===== config.mk =====
export PLATFORM = sky130hd
export DESIGN_NAME = rf_bypass_param
export DESIGN_NICKNAME = d
export VERILOG_FILES = /design/src/rtl/rf_bypass_param.sv
export SDC_FILE = /design/constraint.sdc
export NUM_CORES = 1
export LEC_CHECK = 0
export ABC_AREA = 1
export CORE_ASPECT_RATIO = 0.6
export CORE_MARGIN = 4
export CORE_UTILIZATION = 29
export CTS_BUF_LIST = sky130_fd_sc_hd__clkbuf_8
export CTS_CLUSTER_DIAMETER = 50
export DETAILED_ROUTE_END_ITERATION = 16
export GPL_TIMING_DRIVEN = 0
export HOLD_SLACK_MARGIN = 0.03
export PLACE_DENSITY = 0.56
export SLEW_MARGIN = 25
export SYNTH_ARGS = -nofsm -noshare
export SYNTH_HDL_FRONTEND = slang
export SYNTH_SLANG_ARGS = --single-unit
export TNS_END_PERCENT = 100

===== constraint.sdc =====
create_clock -name clk -period 2.45 [get_ports clk]
set_input_delay 0.3675 -clock clk [delete_from_list [all_inputs] [get_ports clk]]
set_output_delay 0.3675 -clock clk [all_outputs]
set_load 0.01 [all_outputs]

===== src/rtl/rf_bypass_param.sv =====
// Parametrised 2-read / 1-write register file with write-to-read bypass,
// optional hardwired zero register, optional registered read and range error.
module rf_bypass_param #(
    parameter int DATA_W   = 16,
    parameter int NREG     = 8,
    parameter bit READ_REG = 1'b0,
    parameter bit ZERO_REG = 1'b0,
    localparam int ADDR_W  = $clog2(NREG)
) (
    input  logic              clk,
    input  logic              rst,
    input  logic [ADDR_W-1:0] read1regsel,
    input  logic [ADDR_W-1:0] read2regsel,
    input  logic [ADDR_W-1:0] writeregsel,
    input  logic [DATA_W-1:0] writedata,
    input  logic              write,
    output logic [DATA_W-1:0] read1data,
    output logic [DATA_W-1:0] read2data,
    output logic              err
);

    // NREG need not be a power of two, so a select can name a register that does not exist.
    function automatic logic in_range(input logic [ADDR_W-1:0] sel);
        return 32'(sel) < 32'(NREG);
    endfunction

    logic [DATA_W-1:0] regs [NREG];
    logic [ADDR_W-1:0] rsel [2];
    logic [DATA_W-1:0] rval [2];
    logic              wr_valid;
    logic              rerr;
    logic [DATA_W-1:0] rd1_out, rd2_out;
    logic              err_out;

    assign rsel[0]  = read1regsel;
    assign rsel[1]  = read2regsel;
    assign wr_valid = write && in_range(writeregsel) && !(ZERO_REG && writeregsel == '0);
    assign rerr     = (write && !in_range(writeregsel))
                    || !in_range(read1regsel) || !in_range(read2regsel);

    // NOTE: the storage is plain flops, not a RAM macro, so clearing every entry on reset is legal.
    always_ff @(posedge clk) begin
        if (rst) begin
            for (int i = 0; i < NREG; i++) regs[i] <= '0;
        end else if (wr_valid) begin
            // Decoded loop keeps every index inside the array even for odd NREG.
            for (int i = 0; i < NREG; i++) begin
                if (writeregsel == ADDR_W'(i)) regs[i] <= writedata;
            end
        end
    end

    // NOTE: default every always_comb output first so no path leaves it unassigned (no latch).
    always_comb begin
        for (int p = 0; p < 2; p++) begin
            rval[p] = '0;
            if (in_range(rsel[p]) && !(ZERO_REG && rsel[p] == '0)) begin
                if (wr_valid && writeregsel == rsel[p]) begin
                    rval[p] = writedata;
                end else begin
                    for (int i = 0; i < NREG; i++) begin
                        if (rsel[p] == ADDR_W'(i)) rval[p] = regs[i];
                    end
                end
            end
        end
    end

    generate
        if (READ_REG) begin : g_reg_read
            logic [DATA_W-1:0] q1, q2;
            logic              qerr;

            // NOTE: sequential state uses non-blocking assignment so all flops sample together.
            always_ff @(posedge clk) begin
                if (rst) begin
                    q1   <= '0;
                    q2   <= '0;
                    qerr <= 1'b0;
                end else begin
                    q1   <= rval[0];
                    q2   <= rval[1];
                    qerr <= rerr;
                end
            end

            assign rd1_out = q1;
            assign rd2_out = q2;
            assign err_out = qerr;
        end else begin : g_comb_read
            assign rd1_out = rval[0];
            assign rd2_out = rval[1];
            assign err_out = rerr;
        end
    endgenerate

    // Outputs read as zero for the whole reset cycle in either mode.
    assign read1data = rst ? '0 : rd1_out;
    assign read2data = rst ? '0 : rd2_out;
    assign err       = !rst && err_out;

endmodule

==> impl_metrics.json <==
{
  "status": "finished, final reports clean",
  "numCtsBuffers": 17,
  "clkSinkCount": 128,
  "drive_gt1_frac": 0.153,
  "grt_max_degree": 17,
  "grt_pass1_wl_um": 35500,
  "slowest_stage": "clkdlybuf4s50_1",
  "start_util": 0.300,
  "critPathMaxFanout": 7,
  "finalCritPeriodShare": 0.976,
  "maxSlewViolCount": 0,
  "largest_register_ffs": 128,
  "n_fill_cell": 2426,
  "top_register": "regs",
  "timing.max_cap.violations": 0,
  "final_common_cell": "nand2_1",
  "relSlewSlack": 0.526,
  "syn_area_per_cell_um2": 7.90,
  "clk_path_buf_depth": 2,
  "syn-cell-area_um2": 7060,
  "final_cell_mix": "230 x nand2_1, 206 x nor2_1, 128 x edfxtp_1",
  "synth-seq-area-share": 0.544,
  "dieArea_um2": 27000,
  "end_kind": "output pin",
  "num_rows": 43,
  "final.min_clock_period_ps": 2390,
  "portBuffers": 56,
  "critical_path.cell_chain": "buf_4, inv_4, buf_4, nor3_4, buf_4, a22oi_1, nand3_1, nand2_1, inv_1, clkdlybuf4s50_1",
  "antenna_cells": 0,
  "crit_end": "read2data[10]",
  "first_pass_iters": 5,
  "yosys_warnings": 0,
  "cts_tree": "done",
  "crit_path_frequent_cell": "buf_4",
  "netlist_instances": 894,
  "rsz0062_at_grt": "true",
  "clk_pin_slew_ps": 70,
  "critPathLaunchType": "primary input",
  "die_h_um": 129,
  "final_util": 0.379,
  "dp_hpwl_um": 17300,
  "antenna_found_initial": 0,
  "syn-num-nets": 922,
  "ys_seq_elements": 128,
  "ir_drop_mv": 0.370,
  "worstPathRequired_ps": 2080,
  "finalHoldViolCount": 0,
  "track_usage": 0.172,
  "die_x_um": 209,
  "ios": 61,
  "reg_top3": "regs: 128 flops",
  "gp_congestion": 0.857,
  "leakage_uw": 0.00379,
  "crit_type": "primary input to output pin",
  "ant_nets": 0,
  "h-tree-depth": 4,
  "drt_iter0_markers": 574,
  "viasPerCell": 4.91,
  "yosysUniqueCellTypes": 21,
  "overflow": 0,
  "vias": 6512,
  "route.detailed.drc": 0,
  "area_growth_pct": 26.0,
  "clockRootBuffer": "clkbuf_8",
  "startpoint": "read2regsel[2]",
  "wl_per_cell_um": 17.4,
  "crit_arrival_ps": 2020,
  "power.density_nw_per_um2": 609,
  "setup_tns_ps": 0,
  "grt_pass1_vias": 6213,
  "setup_viol": 0,
  "hold_class": "primary input to register",
  "worst_pin_slew_ps": 712,
  "nets": 1025,
  "cpPeakStageDelay_ps": 520,
  "fmax_mhz": 418,
  "routed_wirelength_um": 23000,
  "core_area_um2": 23500
}
==> routing by layer <==
layer | GRT usage | routed length [um] | share of wire | vias to the layer above
li1 | - | - | - | 3104
met1 | 0.258 | 11100 | 0.48 | 3127
met2 | 0.257 | 9700 | 0.42 | 268
met3 | 0.0370 | 2010 | 0.088 | 13
met4 | 0.0314 | 158 | 0.0069 | 0
met5 | 0 | 0 | 0 | -
==> kinds of logic after synthesis <==
family / after synthesis / share of synthesized area
AO/OA/AOI/OAI: 102 / 0.0734
flip-flops: 128 / 0.544
AND/OR/NAND/NOR: 516 / 0.301
buffers and inverters: 147 / 0.0810
other: 1 / 0.000531
==> where the power goes <==
group | switching, uW | total (uW) | internal (uW)
sequential | 68.0 | 2640 | 2570
clock | 909 | 1890 | 979
combinational | 575 | 892 | 317
==> metrics by stage <==
step | setup WS, ps | hold WS, ps | area, um2 | std cells | power [uW]
floorplan | 215 | 645 | 7060 | 894 | 3130
global placement | -1510 | 1070 | 8020 | 1265 | 3520
detailed placement | -1160 | 1080 | 8140 | 1273 | 3550
CTS | -157 | 526 | 8850 | 1321 | 5430
global route | -15.5 | 525 | 8900 | 1325 | 5660
finish | 59.3 | 553 | 8900 | 1325 | 5420
==> repair_timing <==
item | in CTS | in global routing
pin swaps | 10 | 4
endpoints found under the setup margin | 32 | 27
resized for setup | 153 | 28
gates cloned | 0 | 0
hold buffers | 0 | 0
hold endpoints to repair | 0 | 0
setup buffers | 16 | 4
==> how the worst min path moves through the flow <==
| stage | end | start | depth (start not counted) |
|---|---|---|---|
| 6_report | regs[0][48] | writeregsel[1] | 3 |
| 5_1_grt | regs[1][3] | writeregsel[2] | 4 |
| 4_1_cts | regs[0][48] | writeregsel[1] | 3 |
| 3_5_place_dp | regs[0][20] | write | 3 |
| 3_3_place_gp | regs[1][16] | write | 3 |
| 2_1_floorplan | regs[0][0] | writedata[0] | 2 |
==> synthesized netlist by cell type (all sizes together) <==
master	count	share of area
nor3	9	0.012
edfxtp	128	0.54
conb	1	0.00053
nand3	13	0.0092
a22oi	1	0.0011
or2	4	0.0035
nor2	220	0.12
nand4	38	0.034
buf	15	0.011
o21ai	35	0.025
clkbuf	20	0.011
a21oi	62	0.044
nand2	232	0.12
inv	112	0.060
o22ai	4	0.0035
==> critical path, delay by kind of cell <==
kind                   cells  cell delay (ps)
AO/OA/AOI/OAI              1              100
buffers and inverters      6             1170
AND/OR/NAND/NOR            3              370
==> area by class of cell <==
cell class	instances	area, um2	area share
sequential	128	3840	0.432
timing repair buffer	84	737	0.0828
clock buffer	17	234	0.0263
multi-input combinational	619	2840	0.319
clock inverter	15	153	0.0171
tap	315	394	0.0443
buffer	35	268	0.0301
inverter	112	430	0.0484
Power figures use the tool's default switching activity.
